`config.mk`:
```
export PLATFORM = sky130hd
export DESIGN_NAME = pipeline_ctrl
export DESIGN_NICKNAME = d
export VERILOG_FILES = /design/src/rtl/pipe_ctrl_pkg.sv /design/src/rtl/hazard_detect.sv /design/src/rtl/pipeline_ctrl.sv
export SDC_FILE = /design/constraint.sdc
export NUM_CORES = 1
export LEC_CHECK = 0
export ABC_CLOCK_PERIOD_IN_PS = 1650
export CORE_ASPECT_RATIO = 1.4
export CORE_UTILIZATION = 50
export CTS_BUF_LIST = sky130_fd_sc_hd__clkbuf_2
export DETAILED_ROUTE_END_ITERATION = 8
export DONT_BUFFER_PORTS = 1
export PLACE_DENSITY = 0.68
export SLEW_MARGIN = 10
export SYNTH_ARGS = -nofsm -noshare
export SYNTH_HDL_FRONTEND = slang
export SYNTH_SLANG_ARGS = --single-unit
```
`constraint.sdc`:
```
create_clock -name clk -period 1.65 [get_ports clk]
set_input_delay 0.2475 -clock clk [delete_from_list [all_inputs] [get_ports clk]]
set_output_delay 0.2475 -clock clk [all_outputs]
set_load 0.02 [all_outputs]
```
`src/rtl/pipe_ctrl_pkg.sv`:
```
// Shared types and constants for the RV32I pipeline hazard/stall controller.
package pipe_ctrl_pkg;

  typedef enum logic [1:0] {
    RUN   = 2'd0,
    DWAIT = 2'd1,
    ERR   = 2'd2
  } state_e;

  localparam logic [31:0] NOP_INSN = 32'h0000_0013;

  localparam int DMEM_TIMEOUT_DEF = 16;
  localparam int CNT_W_DEF        = 32;

  typedef struct packed {
    logic pc_en;
    logic if_id_hold;
    logic id_ex_hold;
    logic ex_mem_hold;
    logic if_id_clear;
    logic id_ex_clear;
    logic mem_wb_clear;
  } ctrl_t;

endpackage

```
`src/rtl/hazard_detect.sv`:
```
// Load-use detector: ID sources against the destination of a load in EX.
module hazard_detect (
  input  logic [4:0] rs1_ID,
  input  logic [4:0] rs2_ID,
  input  logic       rs1_used_ID,
  input  logic       rs2_used_ID,
  input  logic [4:0] rd_EX,
  input  logic       mem_read_EX,
  output logic       load_use
);

  logic hit1, hit2;

  assign hit1 = rs1_used_ID & (rs1_ID == rd_EX);
  assign hit2 = rs2_used_ID & (rs2_ID == rd_EX);

  assign load_use = mem_read_EX & (rd_EX != 5'd0) & (hit1 | hit2);

endmodule

```
`src/rtl/pipeline_ctrl.sv`:
```
// Central hazard/stall controller: PC enable, pipeline holds/clears,
// dmem wait timeout with sticky error, saturating perf counters.
module pipeline_ctrl
  import pipe_ctrl_pkg::*;
#(
  parameter int DMEM_TIMEOUT = DMEM_TIMEOUT_DEF,
  parameter int CNT_W        = CNT_W_DEF
) (
  input  logic             clk,
  input  logic             rst,
  input  logic [4:0]       rs1_ID,
  input  logic [4:0]       rs2_ID,
  input  logic             rs1_used_ID,
  input  logic             rs2_used_ID,
  input  logic [4:0]       rd_EX,
  input  logic             mem_read_EX,
  input  logic             branch_taken_EX,
  input  logic             imem_ready,
  input  logic             dmem_req_MEM,
  input  logic             dmem_ready,
  output logic             pc_en,
  output logic             if_id_hold,
  output logic             id_ex_hold,
  output logic             ex_mem_hold,
  output logic             if_id_clear,
  output logic             id_ex_clear,
  output logic             mem_wb_clear,
  output logic             err,
  output logic [CNT_W-1:0] stall_cnt,
  output logic [CNT_W-1:0] flush_cnt
);

  localparam int WW = (DMEM_TIMEOUT < 2) ? 1 : $clog2(DMEM_TIMEOUT + 1);
  localparam logic [WW-1:0] WAIT_LAST = WW'(DMEM_TIMEOUT - 1);

  state_e           state_q, state_d;
  logic [WW-1:0]    wait_q, wait_d;
  logic [CNT_W-1:0] stall_q, stall_d;
  logic [CNT_W-1:0] flush_q, flush_d;

  logic  load_use, freeze, in_err;
  logic  do_stall, do_flush;
  ctrl_t c;

  hazard_detect u_hazard (
    .rs1_ID      (rs1_ID),
    .rs2_ID      (rs2_ID),
    .rs1_used_ID (rs1_used_ID),
    .rs2_used_ID (rs2_used_ID),
    .rd_EX       (rd_EX),
    .mem_read_EX (mem_read_EX),
    .load_use    (load_use)
  );

  assign freeze = dmem_req_MEM & ~dmem_ready;
  assign in_err = (state_q == ERR);

  always_ff @(posedge clk) begin
    if (rst) begin
      state_q <= RUN;
      wait_q  <= '0;
      stall_q <= '0;
      flush_q <= '0;
    end else begin
      state_q <= state_d;
      wait_q  <= wait_d;
      stall_q <= stall_d;
      flush_q <= flush_d;
    end
  end

  // wait_q counts freeze cycles already completed before this one
  always_comb begin
    state_d = state_q;
    wait_d  = wait_q;
    case (state_q)
      RUN, DWAIT: begin
        if (freeze) begin
          if (wait_q == WAIT_LAST) begin
            state_d = ERR;
          end else begin
            state_d = DWAIT;
            wait_d  = wait_q + 1'b1;
          end
        end else begin
          state_d = RUN;
          wait_d  = '0;
        end
      end
      ERR:     state_d = ERR;
      default: begin
        state_d = RUN;
        wait_d  = '0;
      end
    endcase
  end

  always_comb begin
    c = '0;
    priority case (1'b1)
      rst: begin
        c.if_id_clear  = 1'b1;
        c.id_ex_clear  = 1'b1;
        c.mem_wb_clear = 1'b1;
      end
      in_err, freeze: begin
        c.if_id_hold   = 1'b1;
        c.id_ex_hold   = 1'b1;
        c.ex_mem_hold  = 1'b1;
        c.mem_wb_clear = 1'b1;
      end
      branch_taken_EX: begin
        c.pc_en       = 1'b1;
        c.if_id_clear = 1'b1;
        c.id_ex_clear = 1'b1;
      end
      load_use: begin
        c.if_id_hold  = 1'b1;
        c.id_ex_clear = 1'b1;
      end
      !imem_ready: begin
        c.if_id_clear = 1'b1;
      end
      default: c.pc_en = 1'b1;
    endcase
  end

  assign do_stall = ~c.pc_en & ~in_err;
  assign do_flush = branch_taken_EX & ~freeze & ~in_err;

  assign stall_d = (do_stall & ~&stall_q) ? stall_q + 1'b1 : stall_q;
  assign flush_d = (do_flush & ~&flush_q) ? flush_q + 1'b1 : flush_q;

  assign pc_en        = c.pc_en;
  assign if_id_hold   = c.if_id_hold;
  assign id_ex_hold   = c.id_ex_hold;
  assign ex_mem_hold  = c.ex_mem_hold;
  assign if_id_clear  = c.if_id_clear;
  assign id_ex_clear  = c.id_ex_clear;
  assign mem_wb_clear = c.mem_wb_clear;
  assign err          = in_err;
  assign stall_cnt    = stall_q;
  assign flush_cnt    = flush_q;

endmodule

```
==> results.yml <==
timing:
  tightest_slew_ns: 0.347
  rsz0062_at_grt: "yes"
  slew_headroom: 0.767
  setup_slack_ns: -0.333
  finalCriticalPeriod_ns: 1.98
  period_share: 1.20
  clock_skew_ns: 0.0215
  tns_ns: -12.65
  final-setup-viol-count: 70
  whs_ns: 0.169
  hold_violations: 0
  report.final.slew_viol_count: 0
  fmax_mhz: 504
global_routing:
  grt_max_degree: 70
  overflow: 0
  grt_pass1_wl_mm: 16.5
  grt_use_total: 0.282
  grt_pass1_vias: 3771
  antenna_found_initial: 0
yosys:
  synth.distinct_cells: 43
  seq_area_frac_synth: 0.391
  ys.flop_type: "dfxtp_1"
  ys_ff_latch: 71
  syn_inst: 446
  syn_area_mm2: 0.00364
  avgSynthCellArea_um2: 8.15
  synth_edf_count: 0
  syn_nets: 474
  ys_async_sr_fraction: 0
  ys.warnings.count: 0
layout:
  multi_input_area_mm2: 0.00271
  final_cell_area_mm2: 0.00581
  area_growth_pct: 59.7
  layout_commonest_cell: "buf_4"
  antennaDiodeCount: 0
  seq_area_mm2: 0.00151
  drive_above_1_share: 0.524
  finalNetCount: 620
  final_core_util: 0.832
  final_cell_mix: "123 x buf_4, 70 x nor2_1, 34 x dfxtp_2"
  fill_cells: 407
  fin_cells: 692
clocking:
  cts.sinks: 71
  clkTransAtPathRegs_ns: 0.21
  cts_buffers: 9
  cts_buffer_depth: 2
  insertion_delay_ns: 0.56
  root_buffer: "clkbuf_2"
  htree_levels: 3
  cts_tree: "yes"
setup_path:
  startpoint: "state_q[0]"
  r2r_setup_slack_ns: -0.32
  startpoint_type: "flop"
  cp.arrival_ns: 1.74
  slowest_stage: "or3_4"
  slowest_delay_ns: 0.40
  setup.worst_path.end: "pc_en"
  reg2reg_to: "stall_cnt[12]"
  path_cells: "nand2b_4 > inv_4 > buf_6 > or3_4 > nor2_4"
  cp-end-kind: "output pin"
  crit_required_ns: 1.40
  critPathKind: "flop to output pin"
  crit_fanout: 3
  reg2reg_depth: 10
  r2r_start: "stall_cnt[26]"
detailed_routing:
  vias: 3858
  ant_nets: 0
  post-route-drc-count: 0
  wirelength_mm: 11.7
  routed_via_density: 5.58
  wl_per_cell_um: 16.9
  drt_iter0_drc: 123
  drtPass1Iterations: 4
run_status:
  outcome: "finished with violations"
  violations: "negative setup slack"
die:
  ios: 96
  die_h_um: 103
  die_w_um: 74.1
  dieArea_mm2: 0.00762
  fp-row-count: 36
  core_mm2: 0.00698
  start_util: 0.521
power:
  power_density_mw_per_mm2: 536
  totalPowerFinal_mw: 3.11
  p_leak_nw: 2.24
  ir_drop_mv: 0.576
run:
  maxCapViolations: 0
place:
  pre_cts_slack_ns: -0.273
  dpl_cell_area_mm2: 0.00475
  place_congestion: 0.865
  placedCellCount: 637
  port_buffers: 0
  hpwl_mm: 6.85
hold_path:
  hp-class: "primary input to flop"
[worst min-delay path by stage]
stage / cells after the start / slack (ns) / startpoint / endpoint
4_1_cts: 2 / 0.0003 / rst / stall_cnt[9]
3_5_place_dp: 1 / 0.32 / rst / stall_cnt[26]
2_1_floorplan: 2 / 0.43 / wait_q[4] / wait_q[4]
3_3_place_gp: 1 / 0.32 / rst / stall_cnt[26]
6_report: 4 / 0.17 / branch_taken_EX / flush_cnt[22]
5_1_grt: 4 / 0.18 / branch_taken_EX / flush_cnt[22]
[repair_timing]
item / 4_1_cts / 5_1_grt
resized for setup: 64 / 63
hold buffers: 1 / 1
pin swaps: 53 / 43
setup buffers: 18 / 24
setup endpoints to repair: 62 / 73
gates cloned: 1 / 0
endpoints found under the hold margin: 71 / 4
[where the power goes]
group | internal (mW) | total, mW | switching [mW]
Sequential | 1.72 | 1.73 | 0.0154
Combinational | 0.155 | 0.351 | 0.196
Clock | 0.348 | 1.03 | 0.681
[flip-flops by register name, indices dropped and copies added (netlist names)]
register,count
stall_cnt,32
wait_q,5
flush_cnt,32
state_q,2
[cell type report]
cell class                 instances  share of cell area
timing repair buffer             150               0.223
inverter                          15              0.0101
sequential                        71               0.261
clock inverter                     7              0.0123
multi-input combinational        345               0.466
tap                               95              0.0205
clock buffer                       9             0.00776
[routing by layer]
metal	vias to the layer above	share of wire	track usage	routed length [µm]
met4	0	0.043	0.157	503
met1	1844	0.34	0.276	4010
met5	-	0	0	0
li1	1835	-	-	-
met2	135	0.55	0.522	6450
met3	44	0.060	0.0762	705
[worst max-delay path: cells and delay by family (launching register included)]
family,cells,cell delay [ns]
and+or+nand+nor,3,0.67
DFF,1,0.36
buffers and inverters,2,0.15
[cell families (layout without fill, tap and decap cells)]
group                    Yosys count  after routing  share of synthesized area
AND/OR/NAND/NOR                  236            236                      0.333
buffers and inverters             30            181                     0.0382
XOR/XNOR                          60             60                      0.145
AO/OA/AOI/OAI                     43             43                     0.0743
flip-flops                        71             71                      0.391
adder cells (fa/ha/maj)            4              4                     0.0138
multiplexers                       2              2                    0.00551
[Yosys cell counts, drive strengths merged (8+ instances only)]
library cell | number | area, µm²
o21ai | 14 | 70.1
nor2 | 83 | 312
xor2 | 30 | 263
nand4 | 24 | 171
nand2 | 30 | 120
inv | 15 | 56.3
dfxtp | 71 | 1420
and3 | 17 | 111
or3 | 12 | 75.1
clkbuf | 8 | 30.0
xnor2 | 30 | 263
nor3 | 16 | 90.1
a21oi | 16 | 83.8
nand3 | 36 | 193
Power figures use the tool's default switching activity.
